===== config.mk =====
export PLATFORM = sky130hd
export DESIGN_NAME = common_bus_responder
export DESIGN_NICKNAME = d
export VERILOG_FILES = /design/src/rtl/common_bus_responder.sv
export SDC_FILE = /design/constraint.sdc
export NUM_CORES = 1
export LEC_CHECK = 0
export BUFFER_PORTS_ARGS = -buffer_cell sky130_fd_sc_hd__buf_2
export CORE_AREA = 2 2 204 206
export CTS_CLUSTER_SIZE = 25
export DETAILED_ROUTE_END_ITERATION = 7
export DIE_AREA = 0 0 206 208
export PLACE_DENSITY = 0.73
export SKIP_LAST_GASP = 1
export SLEW_MARGIN = 0
export SYNTH_ARGS = -nofsm -noshare
export SYNTH_HDL_FRONTEND = slang
export SYNTH_SLANG_ARGS = --single-unit

===== constraint.sdc =====
create_clock -name clk_i -period 2.9 [get_ports clk_i]
set_clock_uncertainty 0.2 [all_clocks]
set_input_delay 0.29 -clock clk_i [delete_from_list [all_inputs] [get_ports clk_i]]
set_output_delay 0.29 -clock clk_i [all_outputs]
set_load 0.02 [all_outputs]

===== src/rtl/common_bus_responder.sv =====
// common_bus_responder: CPU arbiter-opcode front end sharing one req/ack memory port
// with the peripheral processor, round-robin arbitrated, with per-access ack timeout.
`timescale 1ns/1ps
`default_nettype none

module common_bus_responder #(
  parameter int AW  = 20,
  parameter int TMO = 255
) (
  input  logic          clk_i,
  input  logic          rst_ni,
  // CPU command side
  input  logic          cmd_valid_i,
  input  logic [3:0]    cmd_op_i,
  input  logic [31:0]   cmd_addr_i,
  input  logic [71:0]   cmd_wdata_i,
  output logic          arb_rdy_o,
  output logic          cpu_rvalid_o,
  output logic [71:0]   cpu_rdata_o,
  output logic          arb_err_o,
  // peripheral processor side
  input  logic          pp_req_i,
  input  logic          pp_we_i,
  input  logic [AW-1:0] pp_addr_i,
  input  logic [71:0]   pp_wdata_i,
  output logic          pp_ack_o,
  output logic [71:0]   pp_rdata_o,
  // memory port
  output logic          mem_req_o,
  output logic          mem_we_o,
  output logic [AW-1:0] mem_addr_o,
  output logic [71:0]   mem_wdata_o,
  input  logic          mem_ack_i,
  input  logic [71:0]   mem_rdata_i
);

  localparam int              CW       = $clog2(TMO + 1);
  localparam logic [CW-1:0]   TMO_LAST = CW'(TMO - 1);

  localparam logic [3:0] OP_NOP    = 4'd0;
  localparam logic [3:0] OP_READ   = 4'd1;
  localparam logic [3:0] OP_WRITE  = 4'd2;
  localparam logic [3:0] OP_TAS    = 4'd3;
  localparam logic [3:0] OP_CLRERR = 4'd8;

  typedef enum logic [1:0] {
    S_IDLE = 2'd0,
    S_ACC  = 2'd1,
    S_TASW = 2'd2,
    S_DONE = 2'd3
  } state_e;

  state_e        state_q, state_d;
  logic          busy_q, busy_d;
  logic [3:0]    op_q, op_d;
  logic [AW-1:0] caddr_q, caddr_d;
  logic [71:0]   cwdata_q, cwdata_d;
  logic          pp_pend_q, pp_pend_d;
  logic          last_pp_q, last_pp_d;
  logic          gnt_pp_q, gnt_pp_d;
  logic          we_q, we_d;
  logic          rd_q, rd_d;
  logic [AW-1:0] addr_q, addr_d;
  logic [71:0]   wdata_q, wdata_d;
  logic [CW-1:0] cnt_q, cnt_d;
  logic          err_q, err_d;
  logic [71:0]   cpu_rdata_q, cpu_rdata_d;
  logic [71:0]   pp_rdata_q, pp_rdata_d;

  logic mem_req, ack, tmo, err_set, err_clr, accept;
  logic unused_addr_bits;

  assign unused_addr_bits = ^cmd_addr_i[31:AW];

  assign mem_req = (state_q == S_ACC) || (state_q == S_TASW);
  assign ack     = mem_req && mem_ack_i;
  // an ack on the last allowed cycle wins over the timeout
  assign tmo     = mem_req && !mem_ack_i && (cnt_q == TMO_LAST);
  assign accept  = cmd_valid_i && !busy_q;

  always_comb begin
    state_d     = state_q;
    busy_d      = busy_q;
    op_d        = op_q;
    caddr_d     = caddr_q;
    cwdata_d    = cwdata_q;
    last_pp_d   = last_pp_q;
    gnt_pp_d    = gnt_pp_q;
    we_d        = we_q;
    rd_d        = rd_q;
    addr_d      = addr_q;
    wdata_d     = wdata_q;
    cnt_d       = cnt_q;
    cpu_rdata_d = cpu_rdata_q;
    pp_rdata_d  = pp_rdata_q;
    err_set     = 1'b0;
    err_clr     = 1'b0;
    // PP request is sampled so it competes on equal footing with a just-latched CPU command
    pp_pend_d   = pp_req_i && !(gnt_pp_q && (state_q != S_IDLE));

    if (accept) begin
      case (cmd_op_i)
        OP_READ, OP_WRITE, OP_TAS: begin
          busy_d   = 1'b1;
          op_d     = cmd_op_i;
          caddr_d  = cmd_addr_i[AW-1:0];
          cwdata_d = cmd_wdata_i;
        end
        OP_CLRERR: err_clr = 1'b1;
        OP_NOP:    ;
        default:   err_set = 1'b1;
      endcase
    end

    case (state_q)
      S_IDLE: begin
        if (busy_q && (!pp_pend_q || last_pp_q)) begin
          gnt_pp_d  = 1'b0;
          last_pp_d = 1'b0;
          we_d      = (op_q == OP_WRITE);
          rd_d      = (op_q != OP_WRITE);
          addr_d    = caddr_q;
          wdata_d   = cwdata_q;
          cnt_d     = '0;
          state_d   = S_ACC;
        end else if (pp_pend_q) begin
          gnt_pp_d  = 1'b1;
          last_pp_d = 1'b1;
          we_d      = pp_we_i;
          rd_d      = !pp_we_i;
          addr_d    = pp_addr_i;
          wdata_d   = pp_wdata_i;
          cnt_d     = '0;
          state_d   = S_ACC;
        end
      end
      S_ACC: begin
        cnt_d = cnt_q + 1'b1;
        if (ack) begin
          if (rd_q) begin
            if (gnt_pp_q) pp_rdata_d  = mem_rdata_i;
            else          cpu_rdata_d = mem_rdata_i;
          end
          if (!gnt_pp_q && (op_q == OP_TAS)) begin
            we_d    = 1'b1;
            rd_d    = 1'b0;
            wdata_d = {1'b1, mem_rdata_i[70:0]};
            cnt_d   = '0;
            state_d = S_TASW;
          end else begin
            state_d = S_DONE;
          end
        end else if (tmo) begin
          err_set = 1'b1;
          if (rd_q) begin
            if (gnt_pp_q) pp_rdata_d  = '0;
            else          cpu_rdata_d = '0;
          end
          state_d = S_DONE;
        end
      end
      S_TASW: begin
        cnt_d = cnt_q + 1'b1;
        if (ack) begin
          state_d = S_DONE;
        end else if (tmo) begin
          err_set = 1'b1;
          state_d = S_DONE;
        end
      end
      S_DONE: begin
        if (!gnt_pp_q) busy_d = 1'b0;
        state_d = S_IDLE;
      end
      default: state_d = S_IDLE;
    endcase

    err_d = err_set ? 1'b1 : (err_clr ? 1'b0 : err_q);
  end

  always_ff @(posedge clk_i or negedge rst_ni) begin
    if (!rst_ni) begin
      state_q     <= S_IDLE;
      busy_q      <= 1'b0;
      op_q        <= OP_NOP;
      caddr_q     <= '0;
      cwdata_q    <= '0;
      pp_pend_q   <= 1'b0;
      last_pp_q   <= 1'b1;
      gnt_pp_q    <= 1'b0;
      we_q        <= 1'b0;
      rd_q        <= 1'b0;
      addr_q      <= '0;
      wdata_q     <= '0;
      cnt_q       <= '0;
      err_q       <= 1'b0;
      cpu_rdata_q <= '0;
      pp_rdata_q  <= '0;
    end else begin
      state_q     <= state_d;
      busy_q      <= busy_d;
      op_q        <= op_d;
      caddr_q     <= caddr_d;
      cwdata_q    <= cwdata_d;
      pp_pend_q   <= pp_pend_d;
      last_pp_q   <= last_pp_d;
      gnt_pp_q    <= gnt_pp_d;
      we_q        <= we_d;
      rd_q        <= rd_d;
      addr_q      <= addr_d;
      wdata_q     <= wdata_d;
      cnt_q       <= cnt_d;
      err_q       <= err_d;
      cpu_rdata_q <= cpu_rdata_d;
      pp_rdata_q  <= pp_rdata_d;
    end
  end

  assign arb_rdy_o    = !busy_q;
  assign cpu_rvalid_o = (state_q == S_DONE) && !gnt_pp_q && (op_q != OP_WRITE);
  assign cpu_rdata_o  = cpu_rdata_q;
  assign arb_err_o    = err_q;
  assign pp_ack_o     = (state_q == S_DONE) && gnt_pp_q;
  assign pp_rdata_o   = pp_rdata_q;
  assign mem_req_o    = mem_req;
  assign mem_we_o     = mem_req && we_q;
  assign mem_addr_o   = addr_q;
  assign mem_wdata_o  = wdata_q;

endmodule

`default_nettype wire


==> results of run 1 <==
-- worst max path at each step --
stage                                      start                          end  depth (start not counted)
after detailed placement  state_q[0]$_DFFE_PN0N_  mem_wdata_o[41]$_DFFE_PN0P_                          8
final                     state_q[0]$_DFFE_PN0N_  mem_wdata_o[43]$_DFFE_PN0P_                          8
after global placement    state_q[0]$_DFFE_PN0N_  mem_wdata_o[39]$_DFFE_PN0P_                          8
after global routing      state_q[0]$_DFFE_PN0N_  mem_wdata_o[43]$_DFFE_PN0P_                          8
after floorplan           state_q[0]$_DFFE_PN0N_  mem_wdata_o[71]$_DFFE_PN0P_                          7
after CTS                 state_q[0]$_DFFE_PN0N_  mem_wdata_o[50]$_DFFE_PN0P_                          8
-- area by class of cell --
cell class | count | area, µm² | area share
Inverter | 81 | 304 | 0.0136
Tap cell | 532 | 666 | 0.0297
Antenna cell | 5 | 12.5 | 0.000559
Clock inverter | 8 | 73.8 | 0.00330
Sequential cell | 349 | 8730 | 0.390
Timing Repair Buffer | 813 | 5700 | 0.255
Clock buffer | 54 | 1090 | 0.0488
Multi-Input combinational cell | 674 | 5800 | 0.259
-- state kept, by name, indices dropped and copies added, names as in the netlist --
name         count
arb_err_o        1
busy_q           1
caddr_q         20
cnt_q            8
cpu_rdata_o     72
cwdata_q        72
gnt_pp_q         1
last_pp_q        1
mem_addr_o      20
mem_wdata_o     72
op_q             4
pp_pend_q        1
pp_rdata_o      72
rd_q             1
state_q          2
we_q             1
-- cells in the mapped netlist (3+ instances only) --
cell | count | area share
clkbuf_1 | 80 | 0.020
o21ai_1 | 24 | 0.0079
nor3_1 | 3 | 0.00098
buf_12 | 6 | 0.0079
a311oi_1 | 71 | 0.041
dfrtp_1 | 348 | 0.57
a22o_1 | 142 | 0.081
and2_1 | 75 | 0.031
mux2i_1 | 92 | 0.060
o2bb2ai_1 | 4 | 0.0023
nor4b_1 | 71 | 0.041
o31ai_1 | 3 | 0.0015
nand2_1 | 27 | 0.0066
nand3_1 | 6 | 0.0020
nor2_1 | 13 | 0.0032
xnor2_1 | 3 | 0.0017
ha_1 | 7 | 0.0057
buf_2 | 8 | 0.0026
mux2_2 | 97 | 0.072
inv_1 | 80 | 0.020
nand2b_1 | 5 | 0.0020
buf_1 | 7 | 0.0017
o21ai_0 | 4 | 0.0013
-- per-layer routing --
layer | vias up | track usage | share of wire
li1 | 5948 | - | -
met1 | 6934 | 0.297 | 0.38
met2 | 793 | 0.408 | 0.49
met3 | 154 | 0.0625 | 0.087
met4 | 0 | 0.128 | 0.044
met5 | - | 0 | 0
-- cells by family after synthesis --
| family | synth area share |
|---|---|
| buf+inv | 0.0535 |
| flops | 0.572 |
| mux | 0.132 |
| fa+ha+maj | 0.00573 |
| xor+xnor | 0.00172 |
| simple gates | 0.0924 |
| compound gates | 0.143 |
-- stage by stage --
step                      area (µm²)  power, mW  hold slack [ns]  setup slack [ns]
after floorplan                15300       16.2           -0.206             0.329
after global placement         18600       19.7            0.175             0.357
after detailed placement       18600       20.1            0.185             0.301
after CTS                      22400       25.2           0.0877             0.278
after global routing           22400       26.7            0.117            0.0899
final                          22400       25.4            0.126             0.227
-- power groups by stage --
stage               Combinational [mW]  Clock [mW]  Sequential [mW]
finish                            12.0        4.67             8.70
global route                      12.8        4.99             8.92
CTS                               11.8        4.75             8.59
detailed placement                11.5           0             8.60
global placement                  11.2           0             8.53
floorplan                         5.86           0             10.3
-- worst max-delay path, delay by kind of cell, from the launching register on --
kind	cells	cell delay (ns)
AND/OR/NAND/NOR	1	0.07
AO/OA/AOI/OAI	2	0.71
flip-flops	1	0.45
multiplexers	1	0.26
buffers and inverters	3	0.53
adder cells (fa/ha/maj)	1	0.31
==> impl_metrics.yaml, run 1 <==
outcome:
  outcome: "completed"
worst_hold_path:
  min_path_cells: 4
  hold_class: "in -> reg"
  hold_end: "caddr_q[18]$_DFFE_PN0P_"
  min_from: "cmd_op_i[2]"
sta:
  worst_pin_slew_ns: 0.990
  final_max_slew_viol_count: 0
  rsz0062_at_grt: "no"
  relSlewSlack: 0.340
  fin_crit_ns: 2.67
  hold_violations: 0
  setup_viol: 0
  period_share: 0.922
  fmax_mhz: 374
  setup_tns_ns: 0
power:
  peakVddDrop_uv: 654
  switching_share: 0.411
  p_sw_mw: 10.4
  p_leak_nw: 11.0
  p_int_mw: 15.0
  pwr-share-seq: 0.343
  powerDensity_nw_per_um2: 1130
  clkPwrFrac: 0.184
  p_comb_frac: 0.473
drt:
  route.vias.total: 13829
  drt-pass1-iter-count: 5
  vias_per_cell: 5.50
  first_iter_violations: 1034
  drc_errors: 0
  finalWirelength_mm: 54.3
  drt.antenna.violating_nets: 0
  wl_per_cell_um: 21.6
worst_setup_path:
  r2r-start: "state_q[0]$_DFFE_PN0N_"
  rr_endpoint: "mem_wdata_o[43]$_DFFE_PN0P_"
  required_ns: 3.14
  endpoint_kind: "register"
  path_class: "reg -> reg"
  cp_max_fo: 22
  crit_chain: "inv_1 -> ha_1 -> nand2_1 -> o41a_1 -> a211oi_4 -> buf_12 -> buf_12 -> mux2i_1"
  cp_slowest_cell: "dfrtp_1"
  worstPathArrival_ns: 2.92
  r2r_cells: 8
  crit_path_max_incr_delay_ns: 0.45
  reg2reg_slack_ns: 0.23
  startpoint_type: "register"
  path_common_cell: "buf_12"
logic_synthesis:
  dominantRegCellSynth: "dfrtp_1"
  synth_seq_area_share: 0.572
  synth.distinct_cells: 48
  netlist_instances: 1208
  syn_area_per_cell_um2: 12.6
  netlist_area_um2: 15300
  synth-edff-count: 0
  yosysWarnings: 0
  synth_fp_nets: 1493
  async_flop_share: 1.00
  ys_ff_latch: 349
clock_network:
  clk_pin_slew_ns: 0.06
  cts_resized: 0
  cts.sinks: 349
  clk_path_buf_depth: 3
  clk_latency_ns: 0.54
  cts_hold_buffers: 263
  cts_buffers: 38
  htreeDepth: 2
  post-cts-setup-buffer-count: 0
  cts-root-buf: "clkbuf_16"
  cts_tree: "done"
layout:
  n_fill_cell: 3195
  nets: 2242
  utilization: 0.552
  drive_above_1_share: 0.362
  area_growth_pct: 46.6
  final_cells: 2516
  final_common_cell: "buf_2"
  final_cell_mix: "buf_2, dfrtp_1, dlygate4sd3_1, a22o_1, mux2_2"
global_route:
  grt_max_degree: 90
  grt_usage: 0.247
  grt_overflow_total: 0
  antenna_found_initial: 5
  grt_pass1_wl_mm: 83.2
  grt_pass1_vias: 14778
placement:
  placed_cells: 2186
  io_buffers: 507
  gp_congestion: 0.828
  place_hpwl_mm: 33.7
die:
  core_um2: 40600
  io_pins: 520
  fp.dieW_um: 206
  initial_core_util: 0.377
  die_h_um: 208
  fp-row-count: 74
  die_area_um2: 42800
run:
  drv_cap: 0
No activity file was read; power rests on OpenSTA's default activity.
==> run 2: changes to the inputs <==
==> constraint.sdc (replaced) <==
create_clock -name clk_i -period 2.9 [get_ports clk_i]
set_clock_uncertainty 0.2 [all_clocks]
set_input_delay 0.145 -clock clk_i [delete_from_list [all_inputs] [get_ports clk_i]]
set_output_delay 0.145 -clock clk_i [all_outputs]
set_load 0.02 [all_outputs]
==> impl_metrics.yaml, run 2 (same netlist as run 1, synthesis figures left out) <==
placement:
  gp_congestion: 0.836
  placed_cells: 2183
  place_hpwl_mm: 33.5
  io_buffers: 507
worst_setup_path:
  r2r-start: "state_q[0]$_DFFE_PN0N_"
  startpoint_type: "register"
  cp_num_buf_inv: 3
  required_ns: 3.13
  crit_family: "compound AO/OA/AOI/OAI gates"
  cp_slowest_cell: "dfrtp_1"
  r2r_cells: 8
  endpoint_kind: "register"
  path_common_cell: "buf_12"
  critPathLaunch: "state_q[0]$_DFFE_PN0N_"
  crit_cells: 8
  worstPathArrival_ns: 2.96
  crit_chain: "inv_1 -> ha_1 -> nand2_1 -> o41a_1 -> a211oi_4 -> buf_12 -> buf_12 -> mux2i_1"
  path_class: "reg -> reg"
  crit_path_max_incr_delay_ns: 0.45
  cp_max_fo: 20
die:
  core_um2: 40600
  initial_core_util: 0.377
  io_pins: 520
  fp.dieW_um: 206
  die_h_um: 208
  fp-row-count: 74
  die_area_um2: 42800
sta:
  setup_viol: 0
  period_share: 0.941
  setup_tns_ns: 0
  final_max_slew_viol_count: 0
  fin_crit_ns: 2.73
  hold_violations: 0
  whs_ns: 0.117
  relSlewSlack: 0.145
  rsz0062_at_grt: "no"
  worst_pin_slew_ns: 1.28
  fmax_mhz: 366
drt:
  drt.antenna.violating_nets: 0
  first_iter_violations: 1029
  drc_errors: 0
  route.vias.total: 13980
  wl_per_cell_um: 22.2
  finalWirelength_mm: 56.1
  drt-pass1-iter-count: 6
  vias_per_cell: 5.53
outcome:
  outcome: "completed"
power:
  p_leak_nw: 11.2
  powerDensity_nw_per_um2: 1160
  peakVddDrop_uv: 672
  p_sw_mw: 10.6
  clkPwrFrac: 0.205
  p_comb_frac: 0.465
  switching_share: 0.402
  pwr-share-seq: 0.330
  p_int_mw: 15.8
clock_network:
  clk_latency_ns: 0.54
  cts_tree: "done"
  cts.sinks: 349
  clk_path_buf_depth: 3
  cts_resized: 0
  cts-root-buf: "clkbuf_16"
  cts_buffers: 39
  post-cts-setup-buffer-count: 0
  clk_pin_slew_ns: 0.07
  htreeDepth: 2
layout:
  final_common_cell: "buf_2"
  final_cells: 2527
  n_fill_cell: 3128
  nets: 2253
  final_cell_mix: "buf_2, dfrtp_1, dlygate4sd3_1, a22o_1, mux2_2"
  utilization: 0.561
  area_growth_pct: 48.9
  drive_above_1_share: 0.364
worst_hold_path:
  hold_class: "in -> async"
global_route:
  grt_overflow_total: 0
  grt_pass1_wl_mm: 86.0
  grt_usage: 0.257
  antenna_found_initial: 1
  grt_pass1_vias: 15087
  grt_max_degree: 81
run:
  drv_cap: 0
==> run 2: metal layers <==
| metal | routed length, µm | track usage | share of wire | vias up |
|---|---|---|---|---|
| met5 | 0 | 0 | 0 | - |
| met4 | 2450 | 0.124 | 0.044 | 0 |
| met3 | 4960 | 0.0633 | 0.088 | 176 |
| met2 | 27700 | 0.436 | 0.49 | 861 |
| met1 | 21100 | 0.303 | 0.38 | 6963 |
| li1 | - | - | - | 5980 |
==> run 2: worst paths after layout <==
kind / endpoint / slack, ns
setup / recovery: mem_wdata_o[50]$_DFFE_PN0P_ / 0.17
hold / removal: mem_wdata_o[4]$_DFFE_PN0P_ / 0.12
setup reg to reg: mem_wdata_o[50]$_DFFE_PN0P_ / 0.17
hold reg to reg: mem_addr_o[6]$_DFFE_PN0P_ / 0.28
max in group asynchronous: cpu_rdata_o[37]$_DFFE_PN0P_ / 1.95
min in group clk_i: cwdata_q[62]$_DFFE_PN0P_ / 0.17
==> run 2: final cells by class <==
cell class	count	area (µm²)	area share
diodes	1	2.50	0.000110
clock buffers	55	1200	0.0527
clock inverters	12	210	0.00924
inverters	81	304	0.0134
multi-input cells	674	5800	0.255
flip-flops and latches	349	8730	0.384
well taps	532	666	0.0293
repair buffers	823	5830	0.256
==> run 2: power groups by stage <==
stage / clock network, mW / logic [mW] / registers [mW]
floorplan: 0 / 5.86 / 10.3
global placement: 0 / 11.3 / 8.53
detailed placement: 0 / 11.6 / 8.60
CTS: 5.52 / 12.0 / 8.59
global route: 5.72 / 13.1 / 8.93
finish: 5.41 / 12.3 / 8.72
==> run 2: stage by stage <==
step / worst slack, ns / power, mW / cell area [µm²]
final: 0.171 / 26.4 / 22700
after global routing: 0.0516 / 27.7 / 22700
after CTS: 0.251 / 26.1 / 22700
after detailed placement: 0.272 / 20.2 / 18600
after global placement: 0.352 / 19.8 / 18600
after floorplan: 0.329 / 16.2 / 15300
==> run 2: timing repair <==
action                                  in CTS  in global routing
hold buffers                               276                  0
hold endpoints to repair                   682                  0
endpoints found under the setup margin       0                  0
==> run 2: tightest hold or removal path: cells and delay by family <==
family                 cells  cell delay (ns)
buffers and inverters      3             1.05
==> run 3: changes to the inputs <==
--- a/config.mk
+++ b/config.mk
@@ -6,11 +6,11 @@
 export NUM_CORES = 1
 export LEC_CHECK = 0
 export BUFFER_PORTS_ARGS = -buffer_cell sky130_fd_sc_hd__buf_2
-export CORE_AREA = 2 2 204 206
+export CORE_AREA = 3 3 199 201
 export CTS_CLUSTER_SIZE = 25
 export DETAILED_ROUTE_END_ITERATION = 7
-export DIE_AREA = 0 0 206 208
-export PLACE_DENSITY = 0.73
+export DIE_AREA = 0 0 202 204
+export PLACE_DENSITY = 0.76
 export SKIP_LAST_GASP = 1
 export SLEW_MARGIN = 0
 export SYNTH_ARGS = -nofsm -noshare
==> impl_metrics.yaml, run 3 (same netlist as run 1, synthesis figures left out) <==
worst_setup_path:
  cp_slowest_cell: "o21ai_1"
  startpoint_type: "register"
  cp_num_buf_inv: 3
  crit_path_max_incr_delay_ns: 0.50
  crit_family: "compound AO/OA/AOI/OAI gates"
  endpoint_kind: "register"
  crit_chain: "inv_1 -> ha_1 -> buf_4 -> nand4_1 -> o21ai_1 -> nand2b_4 -> buf_12 -> a22o_1"
  required_ns: 3.12
  reg2reg_slack_ns: 0.13
  worstPathArrival_ns: 2.99
  cp_max_fo: 72
  path_class: "reg -> reg"
clock_network:
  cts_tree: "done"
  clk_latency_ns: 0.54
  cts.sinks: 349
  cts-root-buf: "clkbuf_16"
  htreeDepth: 2
  cts_buffers: 39
  clk_path_buf_depth: 3
  cts_resized: 0
  clk_pin_slew_ns: 0.06
layout:
  final_cell_mix: "buf_2, dfrtp_1, dlygate4sd3_1, a22o_1, mux2_2"
  final_cells: 2503
  final_common_cell: "buf_2"
  design_area_um2: 22500
  area_growth_pct: 47.2
  utilization: 0.595
  drive_above_1_share: 0.363
  nets: 2245
global_route:
  grt_overflow_total: 0
  grt_pass1_wl_mm: 88.0
  antenna_found_initial: 2
  grt_pass1_vias: 15516
  grt_max_degree: 95
  grt_usage: 0.270
drt:
  first_iter_violations: 908
  drt.antenna.violating_nets: 0
  route.vias.total: 14275
  finalWirelength_mm: 57.2
  vias_per_cell: 5.70
  drt-pass1-iter-count: 5
  wl_per_cell_um: 22.9
  drc_errors: 0
power:
  pwr-share-seq: 0.337
  p_comb_frac: 0.473
  powerDensity_nw_per_um2: 1150
  peakVddDrop_uv: 781
  p_int_mw: 15.2
  p_sw_mw: 10.7
  clkPwrFrac: 0.190
  switching_share: 0.414
  p_leak_nw: 11.1
sta:
  relSlewSlack: 0.474
  setup_viol: 0
  fmax_mhz: 360
  rsz0062_at_grt: "no"
  period_share: 0.957
  final_max_slew_viol_count: 0
  worst_pin_slew_ns: 0.789
  fin_ws_ns: 0.126
  setup_tns_ns: 0
  fin_crit_ns: 2.77
  hold_violations: 0
die:
  fp-row-count: 71
  die_area_um2: 41200
  core_um2: 37800
  initial_core_util: 0.405
  fp.dieW_um: 202
  io_pins: 520
  die_h_um: 204
worst_hold_path:
  hold_class: "in -> async"
placement:
  placed_cells: 2162
  dp_slack_ns: 0.266
  io_buffers: 507
  gp_congestion: 0.847
  place_hpwl_mm: 33.4
  placed_cell_area_um2: 18500
run:
  drv_cap: 0
outcome:
  outcome: "completed"
## run 3: cell count changes in the layout (fill, tap and decap cells not counted), moves of 2 or more
cell,before,now
clkinvlp_4,0,3
clkbuf_1,2,7
dlygate4sd3_1,275,268
bufinv_16,6,1
clkbuf_8,12,9
diode_2,1,3
## run 3: routing by layer
| layer | share of wire | vias to the layer above | track usage | wire, µm |
|---|---|---|---|---|
| met5 | 0 | - | 0 | 0 |
| met4 | 0.045 | 0 | 0.133 | 2600 |
| met3 | 0.087 | 202 | 0.0613 | 4960 |
| met2 | 0.50 | 951 | 0.468 | 28500 |
| met1 | 0.37 | 7149 | 0.316 | 21200 |
| li1 | - | 5973 | - | - |
## run 3: final cells by class
| cell class | instances | area, µm² |
|---|---|---|
| clock buffers | 56 | 1150 |
| repair buffers | 815 | 5720 |
| flip-flops and latches | 349 | 8730 |
| clock inverters | 14 | 124 |
| inverters | 81 | 304 |
| diodes | 3 | 7.51 |
| fillers | 2727 | 15300 |
| well taps | 511 | 639 |
| multi-input cells | 674 | 5800 |
## run 3: repair_timing
item | 4_1_cts | 5_1_grt
endpoints found under the setup margin | 0 | 0
hold buffers | 268 | 0
setup buffers | 0 | 0
hold endpoints to repair | 487 | 0
## run 3: metrics by stage
stage / hold slack, ns / total power [mW]
after floorplan: -0.351 / 16.2
after global placement: 0.0372 / 19.8
after detailed placement: 0.0435 / 20.1
after CTS: 0.0397 / 25.5
after global routing: 0.0805 / 27.1
final: 0.0471 / 25.9
## run 3: worst register-to-register path: cells and delay by family (launching register included)
family                     cells  cell delay [ns]
AOI/OAI and AO/OA              2             0.86
adders and majority gates      1             0.32
DFF                            1             0.46
buffers and inverters          3             0.53
and+or+nand+nor                2             0.28
## run 3: worst paths after layout
check,depth (start not counted),startpoint,end
min in group clk_i,5,mem_ack_i,state_q[0]$_DFFE_PN0N_
worst min-delay path,2,rst_ni,caddr_q[13]$_DFFE_PN0P_
worst max register to register,8,state_q[0]$_DFFE_PN0N_,cpu_rdata_o[23]$_DFFE_PN0P_
worst min register to register,2,mem_addr_o[17]$_DFFE_PN0P_,mem_addr_o[17]$_DFFE_PN0P_
worst max-delay path,8,state_q[0]$_DFFE_PN0N_,cpu_rdata_o[23]$_DFFE_PN0P_
max in group asynchronous,3,rst_ni,cpu_rdata_o[23]$_DFFE_PN0P_
## run 3: power by group through the flow
stage               Sequential, mW  Clock [mW]  Combinational [mW]
floorplan                     10.3           0                5.86
global placement              8.49           0                11.3
detailed placement            8.56           0                11.6
CTS                           8.56        4.99                12.0
global route                  8.94        5.20                13.0
finish                        8.73        4.93                12.3
